### src/rtl/muldiv_ctrl_pkg.sv
// Shared encodings and helpers for the HI/LO multiply/divide sequencer.
// Op codes match the decoder's mult/div field.
package muldiv_ctrl_pkg;

    localparam logic [1:0] MD_MULT  = 2'b00;
    localparam logic [1:0] MD_MULTU = 2'b01;
    localparam logic [1:0] MD_DIV   = 2'b10;
    localparam logic [1:0] MD_DIVU  = 2'b11;

    typedef enum logic [1:0] {
        S_IDLE = 2'd0,
        S_MUL  = 2'd1,
        S_DIV  = 2'd2,
        S_DONE = 2'd3
    } md_state_e;

    localparam logic [31:0] DIVZ_LO = 32'hFFFF_FFFF;

    function automatic logic [31:0] abs32(input logic [31:0] v);
        return v[31] ? (~v + 32'd1) : v;
    endfunction

endpackage

### src/rtl/muldiv_ctrl_div_radix2.sv
// Iterative restoring radix-2 unsigned divider, one quotient bit per cycle.
// quotient/remainder are valid in the cycle valid is high.
module div_radix2 (
    input  logic        clk,
    input  logic        rst,
    input  logic        start,
    input  logic        cancel,
    input  logic [31:0] dividend,
    input  logic [31:0] divisor,
    output logic [31:0] quotient,
    output logic [31:0] remainder,
    output logic        valid
);

    logic        run_q, run_d;
    logic [4:0]  cnt_q, cnt_d;
    logic [31:0] q_q, q_d;
    logic [31:0] r_q, r_d;
    logic [31:0] dv_q, dv_d;
    logic [32:0] shifted;
    logic        fits;
    logic [31:0] q_step;
    logic [31:0] r_step;

    // rem < divisor always, so the restored result fits in 32 bits
    always_comb begin
        shifted = {r_q, q_q[31]};
        fits    = shifted >= {1'b0, dv_q};
        r_step  = fits ? (shifted[31:0] - dv_q) : shifted[31:0];
        q_step  = {q_q[30:0], fits};
    end

    assign quotient  = q_step;
    assign remainder = r_step;
    assign valid     = run_q && (cnt_q == 5'd31);

    always_comb begin
        run_d = run_q;
        cnt_d = cnt_q;
        q_d   = q_q;
        r_d   = r_q;
        dv_d  = dv_q;
        if (cancel) begin
            run_d = 1'b0;
        end else if (start) begin
            run_d = 1'b1;
            cnt_d = '0;
            q_d   = dividend;
            r_d   = '0;
            dv_d  = divisor;
        end else if (run_q) begin
            q_d   = q_step;
            r_d   = r_step;
            cnt_d = cnt_q + 5'd1;
            if (valid) run_d = 1'b0;
        end
    end

    always_ff @(posedge clk) begin
        if (rst) begin
            run_q <= 1'b0;
            cnt_q <= '0;
            q_q   <= '0;
            r_q   <= '0;
            dv_q  <= '0;
        end else begin
            run_q <= run_d;
            cnt_q <= cnt_d;
            q_q   <= q_d;
            r_q   <= r_d;
            dv_q  <= dv_d;
        end
    end

endmodule

### src/rtl/muldiv_ctrl.sv
// HI/LO multiply/divide sequencer: stalls EX until the result is ready,
// then pulses done with HI/LO write data for one cycle.
module muldiv_ctrl
    import muldiv_ctrl_pkg::*;
#(
    parameter int MUL_CYCLES = 2
) (
    input  logic        clk,
    input  logic        rst,
    input  logic        start,
    input  logic [1:0]  op,
    input  logic [31:0] a,
    input  logic [31:0] b,
    input  logic        flush,
    output logic        stall_o,
    output logic        done,
    output logic [31:0] hi_o,
    output logic [31:0] lo_o,
    output logic        busy
);

    localparam logic [2:0] MUL_LAST = 3'(MUL_CYCLES - 1);

    md_state_e   state_q, state_d;
    logic [2:0]  cnt_q, cnt_d;
    logic [31:0] a_q, a_d;
    logic [31:0] b_q, b_d;
    logic        qsign_q, qsign_d;
    logic        rsign_q, rsign_d;
    logic [31:0] res_hi_q, res_hi_d;
    logic [31:0] res_lo_q, res_lo_d;
    logic [31:0] hi_q, hi_d;
    logic [31:0] lo_q, lo_d;

    logic        accept;
    logic        is_div;
    logic        is_signed;
    logic        b_zero;
    logic        mul_last;
    logic [31:0] a_in;
    logic [31:0] b_in;
    logic [63:0] prod_mag;
    logic [63:0] prod;
    logic        div_start;
    logic        div_valid;
    logic [31:0] div_q;
    logic [31:0] div_r;

    assign is_div    = (op == MD_DIV) || (op == MD_DIVU);
    assign is_signed = (op == MD_MULT) || (op == MD_DIV);
    assign b_zero    = (b == '0);
    assign accept    = (state_q == S_IDLE) && start && !flush;
    assign a_in      = is_signed ? abs32(a) : a;
    assign b_in      = is_signed ? abs32(b) : b;
    assign div_start = accept && is_div && !b_zero;
    assign mul_last  = (state_q == S_MUL) && (cnt_q == MUL_LAST);

    // Operands are held as magnitudes; the captured sign restores the result
    assign prod_mag  = {32'b0, a_q} * {32'b0, b_q};
    assign prod      = qsign_q ? -prod_mag : prod_mag;

    div_radix2 u_div (
        .clk       (clk),
        .rst       (rst),
        .start     (div_start),
        .cancel    (flush),
        .dividend  (a_in),
        .divisor   (b_in),
        .quotient  (div_q),
        .remainder (div_r),
        .valid     (div_valid)
    );

    always_ff @(posedge clk) begin
        if (rst) state_q <= S_IDLE;
        else     state_q <= state_d;
    end

    always_comb begin
        state_d = state_q;
        unique case (state_q)
            S_IDLE: begin
                if (accept) begin
                    if (!is_div)     state_d = S_MUL;
                    else if (b_zero) state_d = S_DONE;
                    else             state_d = S_DIV;
                end
            end
            S_MUL:   if (mul_last) state_d = S_DONE;
            S_DIV:   if (div_valid) state_d = S_DONE;
            S_DONE:  state_d = S_IDLE;
            default: state_d = S_IDLE;
        endcase
        if (flush) state_d = S_IDLE;
    end

    // hi_o/lo_o show the pending result only while done is asserted
    always_comb begin
        stall_o = 1'b0;
        done    = 1'b0;
        busy    = (state_q != S_IDLE);
        unique case (state_q)
            S_IDLE:       stall_o = accept;
            S_MUL, S_DIV: stall_o = !flush;
            S_DONE:       done = !flush;
            default:      ;
        endcase
        if (rst) begin
            stall_o = 1'b0;
            done    = 1'b0;
        end
        hi_o = done ? res_hi_q : hi_q;
        lo_o = done ? res_lo_q : lo_q;
    end

    always_comb begin
        cnt_d    = cnt_q;
        a_d      = a_q;
        b_d      = b_q;
        qsign_d  = qsign_q;
        rsign_d  = rsign_q;
        res_hi_d = res_hi_q;
        res_lo_d = res_lo_q;
        hi_d     = hi_q;
        lo_d     = lo_q;
        if (accept) begin
            a_d     = a_in;
            b_d     = b_in;
            qsign_d = is_signed & (a[31] ^ b[31]);
            rsign_d = is_signed & a[31];
            cnt_d   = '0;
            if (is_div && b_zero) begin
                res_lo_d = DIVZ_LO;
                res_hi_d = a;
            end
        end
        if (state_q == S_MUL) begin
            cnt_d = cnt_q + 3'd1;
            if (mul_last) {res_hi_d, res_lo_d} = prod;
        end
        if ((state_q == S_DIV) && div_valid) begin
            res_lo_d = qsign_q ? -div_q : div_q;
            res_hi_d = rsign_q ? -div_r : div_r;
        end
        if (done) begin
            hi_d = res_hi_q;
            lo_d = res_lo_q;
        end
    end

    always_ff @(posedge clk) begin
        if (rst) begin
            cnt_q    <= '0;
            a_q      <= '0;
            b_q      <= '0;
            qsign_q  <= 1'b0;
            rsign_q  <= 1'b0;
            res_hi_q <= '0;
            res_lo_q <= '0;
            hi_q     <= '0;
            lo_q     <= '0;
        end else begin
            cnt_q    <= cnt_d;
            a_q      <= a_d;
            b_q      <= b_d;
            qsign_q  <= qsign_d;
            rsign_q  <= rsign_d;
            res_hi_q <= res_hi_d;
            res_lo_q <= res_lo_d;
            hi_q     <= hi_d;
            lo_q     <= lo_d;
        end
    end

endmodule

### config.mk
export PLATFORM = sky130hd
export DESIGN_NAME = muldiv_ctrl
export DESIGN_NICKNAME = d
export VERILOG_FILES = /design/src/rtl/muldiv_ctrl_pkg.sv /design/src/rtl/muldiv_ctrl_div_radix2.sv /design/src/rtl/muldiv_ctrl.sv
export SDC_FILE = /design/constraint.sdc
export NUM_CORES = 2
export LEC_CHECK = 0
export CAP_MARGIN = 15
export CORE_UTILIZATION = 48
export CTS_CLUSTER_DIAMETER = 120
export CTS_CLUSTER_SIZE = 10
export DETAILED_ROUTE_END_ITERATION = 10
export PLACE_DENSITY = 0.64
export SLEW_MARGIN = 20
export SYNTH_ARGS = -nofsm -noshare
export SYNTH_HDL_FRONTEND = slang
export SYNTH_HIERARCHICAL = 1
export SYNTH_SLANG_ARGS = --single-unit
### constraint.sdc
create_clock -name clk -period 10.7 [get_ports clk]
set_input_delay 2.14 -clock clk [delete_from_list [all_inputs] [get_ports clk]]
set_output_delay 2.14 -clock clk [all_outputs]
set_load 0.01 [all_outputs]
==> results.py <==
metrics = {
    "run_status": {
        "status": "completed",
    },
    "global_routing": {
        "grt_max_degree": 148,
        "grtUsageTotal_pct": 29.1,
        "first_global_vias": 43000,
        "overflow": 0,
        "grt_first_pass_wirelength_um": 254000,
        "grt_antenna_before_repair": 2,
    },
    "route": {
        "wire_per_inst_um": 21.1,
        "firstDrtPassIters": 6,
        "routed_wl_um": 160000,
        "drt_iter0_markers": 3552,
        "wl_met2_um": 72000,
        "route.detailed.drc": 0,
        "dr_wl_met3_um": 10400,
        "vias_per_cell": 5.60,
        "met1Wirelength_um": 73600,
        "ant_nets": 0,
        "via_count": 42500,
        "dr.max_layer_used": "met4",
    },
    "power": {
        "leakage_nw": 25.7,
        "power.switching_mw": 2.90,
        "p_sw_share_pct": 48.8,
        "p_int_mw": 3.05,
        "vdd_ir_drop_max_uv": 115,
        "fin_total_pwr_mw": 5.95,
        "clkPwrFrac_pct": 20.0,
        "power_frac_comb_pct": 58.4,
        "pwr-share-seq_pct": 21.6,
        "p_per_area_nw_per_um2": 105,
    },
    "die": {
        "die_h_um": 334,
        "die_w_um": 334,
        "start_util_pct": 48.5,
        "ios": 137,
        "fp.coreArea_sq_um": 109000,
        "die_area_sq_um": 112000,
        "core.rowCount": 121,
    },
    "clock_tree": {
        "insertion_delay_ns": 0.60,
        "post_cts_buffers": 0,
        "max-clock-path-buffers": 3,
        "cts_tree": "done",
        "clock_sinks": 301,
        "clockRootBuffer": "clkbuf_16",
        "cts_inserted_buffers": 38,
        "path_clk_slew_ns": 0.07,
        "htreeDepth": 2,
    },
    "hold_path": {
        "hold-path-endpoint": "u_div/dv_q[1]",
        "holdPathStages": 2,
        "hold_class": "flip-flop to flip-flop",
        "hold_start": "u_div/dv_q[1]",
    },
    "synth": {
        "ys_seq_elements": 301,
        "synthTopCellsByArea": "fa_1 34%, dfxtp_1 11%, ha_1 7.3%",
        "ys_types": 101,
        "synth_seq_area_share_pct": 11.4,
        "ys.flop_type": "dfxtp_1",
        "postSynthNetCount": 7472,
        "syn-instance-count": 6196,
        "synth_area_per_cell_sq_um": 8.55,
        "netlist_area_sq_um": 53000,
        "ys_warn_count": 6,
        "synth.largest_area_cell": "fa_1",
        "async_flop_share_pct": 0,
        "synth_top_area_share_pct": 33.9,
        "synth_edf_count": 0,
    },
    "sta": {
        "finalCriticalPeriod_ns": 10.22,
        "relSlewSlack_pct": 30.7,
        "fin_crit_sh_pct": 95.5,
        "rsz0062_at_grt": "false",
        "tns_ns": 0,
        "skew_ns": 0.0328,
        "worstMarginPinSlew_ns": 1.04,
        "worst_slack_ns": 0.482,
        "setup_violations": 0,
        "hold_viol_final": 0,
        "drv_slew": 0,
        "fmax_mhz": 97.9,
    },
    "final_layout": {
        "nNetsFinal": 7386,
        "final_util_pct": 51.8,
        "insertedDiodeCount": 0,
        "drive_above_1_share_pct": 5.58,
        "final_cell_mix": "907 x inv_1, 897 x fa_1, 776 x nand2_1",
        "final_common_cell": "inv_1",
        "synthToLayoutAreaGrowth_pct": 6.86,
    },
    "place": {
        "place_hpwl_um": 131000,
        "port_buffers": 136,
        "pre_cts_slack_ns": 0.626,
        "gp_congestion": 0.965,
    },
    "critical_path": {
        "reg2reg_depth": 27,
        "crit_buf_inv": 5,
        "end_kind": "flip-flop",
        "r2r_slack_ns": 0.48,
        "rr_startpoint": "b_q[17]",
        "worstPathRequired_ns": 11.18,
        "path_max_fanout": 23,
        "cp.arrival_ns": 10.70,
        "path_common_cell": "fa_1",
        "cpPeakStageDelay_ns": 0.68,
        "criticalPathCategory": "flip-flop to flip-flop",
        "startpoint": "b_q[17]",
        "cp-start-kind": "flip-flop",
        "r2r-end": "res_hi_q[28]",
        "crit_family": "adder cells",
        "slowest_stage": "nor3b_2",
    },
    "flow_run": {
        "maxCapViolations": 0,
    },
}
-- synthesized netlist by cell type, types with 29 or more instances --
master and number:
nor3_1 116, nand4_1 38, or3_1 38, dfxtp_1 301, a21oi_1 260, ha_1 309
o21ai_0 137, xor2_1 98, a211oi_1 52, fa_1 897, o21ai_1 29, clkbuf_1 335
nor2b_1 80, mux2i_1 57, xnor2_1 145, nand2_1 776, a21o_1 38, mux2_2 73
inv_1 907, and2_1 615, buf_4 37, o31ai_1 36, nor2_1 310, nand3_1 54
-- per-stage QoR --
stage	std cells	area, sq um	hold WS (ns)
floorplan	6196	53000	0.436
global placement	7546	55600	0.443
detailed placement	7546	55600	0.449
CTS	7591	56600	0.458
global route	7591	56600	0.466
finish	7591	56600	0.458
-- flip-flops by register name, summed over array words and instances (netlist names) --
register,cells
u_div/run_q,1
u_div/dv_q,32
state_q,2
rsign_q,1
res_lo_q,32
res_hi_q,32
u_div/cnt_q,5
a_q,32
b_q,32
u_div/q_q,32
cnt_q,3
lo_q,32
qsign_q,1
u_div/r_q,32
hi_q,32
-- cell type report --
type	count	area, sq um
Fill cell	10300	52600
Multi-Input combinational cell	4579	41800
Sequential cell	301	6030
Inverter	909	3420
Timing Repair Buffer	281	2470
Tap cell	1476	1850
Clock buffer	39	955
Clock inverter	6	73.8
-- tightest hold or removal path, cell delays in order, from the launching register on --
cell and delay, ns:
dfxtp_1 0.31, nand2_1 0.05, a21oi_1 0.05
-- power groups by stage --
| stage | sequential, mW | clock (mW) | combinational, mW |
|---|---|---|---|
| final | 1.28 | 1.19 | 3.48 |
| after detailed placement | 1.31 | 0 | 3.38 |
| after global placement | 1.31 | 0 | 3.40 |
| after global routing | 1.29 | 1.26 | 3.78 |
| after CTS | 1.28 | 1.21 | 3.44 |
| after floorplan | 1.20 | 0 | 2.40 |
-- how the worst max path moves through the flow --
stage / endpoint / slack (ns) / depth (start not counted)
global route: res_hi_q[18] / 0.01 / 26
detailed placement: res_hi_q[28] / 0.63 / 24
global placement: res_hi_q[28] / 0.72 / 25
floorplan: res_hi_q[27] / 2.45 / 28
CTS: res_hi_q[28] / 0.57 / 24
finish: res_hi_q[28] / 0.48 / 27
-- per-layer routing --
metal / vias up / global-route usage [%]
met5: - / 0
met4: 0 / 6.99
met3: 233 / 3.60
met2: 1477 / 45.6
met1: 21500 / 42.5
li1: 19300 / -
-- logic make-up after synthesis --
group | after synthesis | share of synthesized area, %
AOI/OAI and AO/OA | 822 | 10.2
and+or+nand+nor | 2164 | 20.4
adders and majority gates | 1206 | 41.2
buffers and inverters | 1316 | 9.77
muxes | 144 | 3.03
xor gates and xnor gates | 243 | 4.02
DFF | 301 | 11.4
-- timing repair --
action | CTS | global route
hold buffers | 0 | 0
gates resized for setup | 0 | 2
setup endpoints to repair | 0 | 4
Note: power is estimated with default switching activity, not from simulation.
